[config.mk]
export PLATFORM = sky130hd
export DESIGN_NAME = ace_fetch_pack
export DESIGN_NICKNAME = d
export VERILOG_FILES = /design/src/rtl/ace_fetch_pkg.sv /design/src/rtl/fetch_align.sv /design/src/rtl/ace_fetch_pack.sv
export SDC_FILE = /design/constraint.sdc
export NUM_CORES = 1
export LEC_CHECK = 0
export BUFFER_PORTS_ARGS = -buffer_cell sky130_fd_sc_hd__buf_4
export CORE_AREA = 4 4 231 233
export CTS_CLUSTER_DIAMETER = 100
export CTS_CLUSTER_SIZE = 40
export DETAILED_ROUTE_END_ITERATION = 8
export DIE_AREA = 0 0 235 237
export MAX_ROUTING_LAYER = met4
export SLEW_MARGIN = 0
export SYNTH_ARGS = -nofsm -noshare
export SYNTH_HDL_FRONTEND = slang
export SYNTH_SLANG_ARGS = --single-unit
[constraint.sdc]
create_clock -name clock -period 3.9 [get_ports clock]
set_input_delay 0.195 -clock clock [delete_from_list [all_inputs] [get_ports clock]]
set_output_delay 0.195 -clock clock [all_outputs]
set_load 0.05 [all_outputs]
[src/rtl/ace_fetch_pkg.sv]
// Shared constants, FSM encoding and address helper for the fetch packer.
package ace_fetch_pkg;

    localparam int FETCH_WIDTH = 8;
    localparam int LINE_BYTES  = 32;
    localparam int OFF_W       = 3;

    typedef enum logic [1:0] {
        REQ  = 2'd0,
        WAIT = 2'd1,
        HOLD = 2'd2
    } fetch_state_e;

    function automatic logic [31:0] line_addr(input logic [31:0] pc);
        return {pc[31:5], 5'b0};
    endfunction

endpackage

[src/rtl/fetch_align.sv]
// Shifts a fetched line down so the word at the PC offset lands in lane 0,
// and produces the matching per-lane valid mask.
module fetch_align
    import ace_fetch_pkg::*;
(
    input  logic [FETCH_WIDTH-1:0][31:0] i_line,
    input  logic [OFF_W-1:0]             i_off,
    output logic [FETCH_WIDTH-1:0][31:0] o_data,
    output logic [FETCH_WIDTH-1:0]       o_vld
);

    for (genvar k = 0; k < FETCH_WIDTH; k++) begin : g_lane
        logic [OFF_W:0] w_src;

        // Carry out of the source index means the lane runs past the line end.
        assign w_src     = (OFF_W+1)'(k) + {1'b0, i_off};
        assign o_vld[k]  = !w_src[OFF_W];
        assign o_data[k] = w_src[OFF_W] ? 32'h0 : i_line[w_src[OFF_W-1:0]];
    end

endmodule

[src/rtl/ace_fetch_pack.sv]
// Fetch-side packet producer: PC, one-outstanding I-cache line requests, alignment
// and push into the decode buffer. ACE_FETCH_PERF_EN adds push/stall counters.
module ace_fetch_pack
    import ace_fetch_pkg::*;
#(
    parameter logic [31:0] RESET_PC = 32'h8000_0000
) (
    input  logic         clock,
    input  logic         reset,
    input  logic         redirect_vld_i,
    input  logic [31:0]  redirect_pc_i,
    output logic         ic_req_vld_o,
    input  logic         ic_req_rdy_i,
    output logic [31:0]  ic_req_addr_o,
    input  logic         ic_rsp_vld_i,
    input  logic [255:0] ic_rsp_data_i,
    input  logic         instbuf_full_i,
`ifdef ACE_FETCH_PERF_EN
    output logic [31:0]  perf_pkt_cnt_o,
    output logic [31:0]  perf_stall_cnt_o,
`endif
    output logic [255:0] fetch_inst_o,
    output logic [7:0]   fetch_vld_o
);

    fetch_state_e                 r_state;
    logic [31:0]                  r_pc;
    logic                         r_discard;
    logic [FETCH_WIDTH-1:0][31:0] r_hold;

    logic [FETCH_WIDTH-1:0][31:0] w_data;
    logic [FETCH_WIDTH-1:0]       w_mask;
    logic                         w_live;
    logic                         w_req_fire;
    logic                         w_push;

    // Redirect and reset both suppress every handshake in their cycle.
    assign w_live        = !reset && !redirect_vld_i;
    assign ic_req_vld_o  = w_live && (r_state == REQ) && !r_discard;
    assign ic_req_addr_o = line_addr(r_pc);
    assign w_req_fire    = ic_req_vld_o && ic_req_rdy_i;
    assign w_push        = w_live && (r_state == HOLD) && !instbuf_full_i;

    assign fetch_vld_o  = w_push ? w_mask : '0;
    assign fetch_inst_o = (w_live && (r_state == HOLD)) ? w_data : '0;

    fetch_align u_align (
        .i_line (r_hold),
        .i_off  (r_pc[4:2]),
        .o_data (w_data),
        .o_vld  (w_mask)
    );

    always_ff @(posedge clock) begin
        if (reset) begin
            r_pc      <= RESET_PC;
            r_state   <= REQ;
            r_discard <= 1'b0;
            r_hold    <= '0;
        end else if (redirect_vld_i) begin
            r_pc    <= redirect_pc_i;
            r_state <= REQ;
            r_hold  <= '0;
            // A response still owed to the old stream must be swallowed later,
            // unless it is arriving right now and dies with this redirect.
            r_discard <= (r_discard || (r_state == WAIT)) && !ic_rsp_vld_i;
        end else begin
            case (r_state)
                REQ: begin
                    if (r_discard) begin
                        if (ic_rsp_vld_i) r_discard <= 1'b0;
                    end else if (w_req_fire) begin
                        r_state <= WAIT;
                    end
                end
                WAIT: begin
                    if (ic_rsp_vld_i) begin
                        r_hold  <= ic_rsp_data_i;
                        r_state <= HOLD;
                    end
                end
                HOLD: begin
                    if (!instbuf_full_i) begin
                        r_pc    <= line_addr(r_pc) + 32'(LINE_BYTES);
                        r_state <= REQ;
                    end
                end
                default: r_state <= REQ;
            endcase
        end
    end

`ifdef ACE_FETCH_PERF_EN
    logic [31:0] r_pkt_cnt;
    logic [31:0] r_stall_cnt;

    always_ff @(posedge clock) begin
        if (reset) begin
            r_pkt_cnt   <= '0;
            r_stall_cnt <= '0;
        end else begin
            if (w_push) r_pkt_cnt <= r_pkt_cnt + 32'd1;
            if ((r_state == HOLD) && instbuf_full_i) r_stall_cnt <= r_stall_cnt + 32'd1;
        end
    end

    assign perf_pkt_cnt_o   = r_pkt_cnt;
    assign perf_stall_cnt_o = r_stall_cnt;
`else
    // Counters are not built in this configuration.
`endif

endmodule

==> load_flow_metrics.sql <==
INSERT INTO impl_metrics (metric_group, metric, value, unit) VALUES
('run_status', 'run_status', 'finished, final reports clean', ''),
('die', 'core_region_area', '51200', 'sq um'),
('hold_path', 'min-delay-path-class', 'in2reg', ''),
('drt', 'wl', '87900', 'microns'),
('drt', 'ant_nets', '0', ''),
('sta', 'finalHoldViolCount', '0', ''),
('sta', 'fmax', '277', 'MHz'),
('yosys', 'synth_simple_gate_area_share', '0.207', ''),
('sta', 'setup_slack', '287', 'ps'),
('drt', 'drt-vias-per-instance', '5.88', ''),
('clock_network', 'path_clk_slew', '110', 'ps'),
('final_layout', 'final_common_cell', 'sky130_fd_sc_hd__nand2_1', ''),
('yosys', 'synth_edf_count', '0', ''),
('power_and_ir_drop', 'pwr-share-seq', '0.458', ''),
('drt', 'post_route_drc_violation_count', '0', ''),
('place', 'finalWeightedCongestion', '0.951', ''),
('yosys', 'synth_seq_area_share', '0.285', ''),
('yosys', 'synth_warnings', '0', ''),
('sta', 'grt_setup_unrepaired', 'no', ''),
('yosys', 'adder_cell_fraction_of_synth_area', '0.00493', ''),
('final_layout', 'layout-drive-gt1-share', '0.303', ''),
('job', 'cap_viol_max_count', '0', ''),
('yosys', 'synth.ff_latch_count', '289', ''),
('yosys', 'synth_flop_cell', 'sky130_fd_sc_hd__dfxtp_1', ''),
('final_layout', 'stdcell_count', '3798', ''),
('clock_network', 'worst_skew_pair_later_pin_latency', '540', 'ps'),
('setup_path', 'timing.critical_path.arrival', '3420', 'ps'),
('clock_network', 'clockBufferDepth', '3', ''),
('yosys', 'postSynth.asyncResetShare', '0', ''),
('power_and_ir_drop', 'switching_share_of_total_power', '0.308', ''),
('die', 'die_h', '237', 'microns'),
('yosys', 'post_synth_main_area_contributors', 'sky130_fd_sc_hd__dfxtp_1 (28%), sky130_fd_sc_hd__mux4_2 (28%), sky130_fd_sc_hd__nand2_1 (16%)', ''),
('grt', 'grt_start_max_net_pins', '113', ''),
('clock_network', 'htree_num_levels', '1', ''),
('place', 'place.detailed.instances', '3475', ''),
('sta', 'layout_min_cycle_time', '3610', 'ps'),
('final_layout', 'most-common-layout-cells', 'sky130_fd_sc_hd__nand2_1 (856), sky130_fd_sc_hd__buf_4 (614), sky130_fd_sc_hd__a21oi_1 (426), sky130_fd_sc_hd__dfxtp_1 (286), sky130_fd_sc_hd__dlygate4sd3_1 (285)', ''),
('sta', 'finalSetupViolations', '0', ''),
('drt', 'drtIter0Drc', '2081', ''),
('grt', 'wire_length_of_the_first_global_routing_pass', '132000', 'microns'),
('place', 'pre_cts_slack', '840', 'ps'),
('yosys', 'synthDominantAreaCellType', 'sky130_fd_sc_hd__dfxtp_1', ''),
('grt', 'antenna_found_initial', '10', ''),
('power_and_ir_drop', 'p_leak', '0.00985', 'uW'),
('clock_network', 'cts_hold_buf', '285', ''),
('die', 'top_level_ports', '591', ''),
('power_and_ir_drop', 'share_comb_of_total_power', '0.223', ''),
('power_and_ir_drop', 'p_per_area', '235', 'nW/um^2'),
('yosys', 'post_synth_num_cell_types', '48', ''),
('setup_path', 'rr_startpoint', 'r_state[0]', ''),
('drt', 'avg_wl_per_cell', '23.2', 'microns'),
('sta', 'final.period_utilization', '0.926', ''),
('place', 'dp.final_hpwl', '59300', 'microns'),
('sta', 'setup_total_negative_slack', '0', 'ps'),
('yosys', 'synth-compound-area-share', '0.118', ''),
('final_layout', 'num-nets-final', '3400', ''),
('sta', 'report.final.slew_viol_count', '0', ''),
('yosys', 'synth_mux_area_frac', '0.317', ''),
('setup_path', 'worst_setup_path_startpoint', 'r_pc[2]', ''),
('clock_network', 'numClockSinks', '289', ''),
('drt', 'dr.pass1.iters', '7', ''),
('clock_network', 'tritoncts', 'done', ''),
('yosys', 'synthXorXnorAreaFrac', '0.0104', ''),
('power_and_ir_drop', 'total_power', '6690', 'uW'),
('final_layout', 'multi_input_area', '13500', 'sq um'),
('die', 'floorplan.die_area', '55700', 'sq um'),
('yosys', 'main_combinational_cell_family_by_area_after_synthesis', 'multiplexers', ''),
('sta', 'max_slew_margin', '0.193', ''),
('final_layout', 'area.growth.synth_to_final', '40.1', '%'),
('power_and_ir_drop', 'power.share.clock', '0.320', ''),
('yosys', 'yosysTopAreaCellShare', '0.285', '');
## routing by layer
layer | up-vias | global-route usage | share of wire
met1 | 10900 | 0.382 | 0.38
met4 | 0 | 0.114 | 0.043
met5 | - | - | 0
met3 | 233 | 0.0503 | 0.086
li1 | 9836 | - | -
met2 | 1359 | 0.511 | 0.49
## path summary, 6_finish.rpt
path	cells past startpoint	endpoint	slack (ps)
setup / recovery	6	fetch_inst_o[64]	290
hold reg to reg	2	r_hold[161]	500
setup reg to reg	4	r_hold[85]	1420
hold / removal	4	r_pc[26]	30
## layout make-up
type / count / share of cell area
well taps: 680 / 0.0299
diodes: 10 / 0.000880
clock buffers: 17 / 0.0150
flip-flops and latches: 289 / 0.204
inverters: 8 / 0.00106
multi-input cells: 1871 / 0.473
repair buffers: 912 / 0.271
clock inverters: 11 / 0.00488
## critical path, stage by stage (launching register included)
cell	delay (ps)
sky130_fd_sc_hd__dfxtp_4	590
sky130_fd_sc_hd__buf_4	470
sky130_fd_sc_hd__buf_12	580
sky130_fd_sc_hd__mux4_2	610
sky130_fd_sc_hd__mux2i_1	200
sky130_fd_sc_hd__nor2_1	70
sky130_fd_sc_hd__buf_4	230
## power groups by stage
stage | Sequential [uW] | Clock (uW) | Combinational, uW
3_5_place_dp | 3130 | 0 | 1230
6_report | 3060 | 2140 | 1490
4_1_cts | 3060 | 2200 | 1480
2_1_floorplan | 3100 | 0 | 751
3_3_place_gp | 3120 | 0 | 1220
5_1_grt | 3070 | 2280 | 1570
## metrics by stage
| step | utilization | area (sq um) |
|---|---|---|
| floorplan | - | 20300 |
| global placement | 0.488 | 25000 |
| detailed placement | 0.488 | 25000 |
| CTS | 0.555 | 28400 |
| global route | 0.556 | 28500 |
| finish | 0.556 | 28500 |
## cell usage after synthesis (2+ instances only)
cell	instances
sky130_fd_sc_hd__a211oi_1	11
sky130_fd_sc_hd__a21o_1	2
sky130_fd_sc_hd__a21oi_1	426
sky130_fd_sc_hd__a22oi_1	4
sky130_fd_sc_hd__a311oi_1	3
sky130_fd_sc_hd__and2_1	3
sky130_fd_sc_hd__and3_1	37
sky130_fd_sc_hd__and4_1	4
sky130_fd_sc_hd__buf_1	26
sky130_fd_sc_hd__buf_2	43
sky130_fd_sc_hd__buf_4	33
sky130_fd_sc_hd__buf_6	2
sky130_fd_sc_hd__clkbuf_1	151
sky130_fd_sc_hd__dfxtp_1	289
sky130_fd_sc_hd__ha_1	8
sky130_fd_sc_hd__inv_1	7
sky130_fd_sc_hd__mux2i_1	66
sky130_fd_sc_hd__mux4_2	256
sky130_fd_sc_hd__nand2_1	858
sky130_fd_sc_hd__nand3_1	15
sky130_fd_sc_hd__nand4_1	6
sky130_fd_sc_hd__nor2_1	102
sky130_fd_sc_hd__nor3_1	6
sky130_fd_sc_hd__nor3_2	2
sky130_fd_sc_hd__nor4_1	3
sky130_fd_sc_hd__o21ai_0	5
sky130_fd_sc_hd__o311ai_1	2
sky130_fd_sc_hd__o31a_1	3
sky130_fd_sc_hd__or2_2	2
sky130_fd_sc_hd__or3_1	4
sky130_fd_sc_hd__xnor2_1	18
sky130_fd_sc_hd__xor2_1	6
## cell families after synthesis
logic type,count (synthesis)
AND/OR/NAND/NOR,1052
AO/OA/AOI/OAI,460
multiplexers,322
flip-flops,289
buffers and inverters,263
XOR/XNOR,24
adder cells (fa/ha/maj),8
other,1
## registers in the layout (all words and copies together), names as in the netlist
name and cells:
r_hold 256, r_pc 30, r_state 2, r_discard 1
Power figures use the tool's default switching activity.
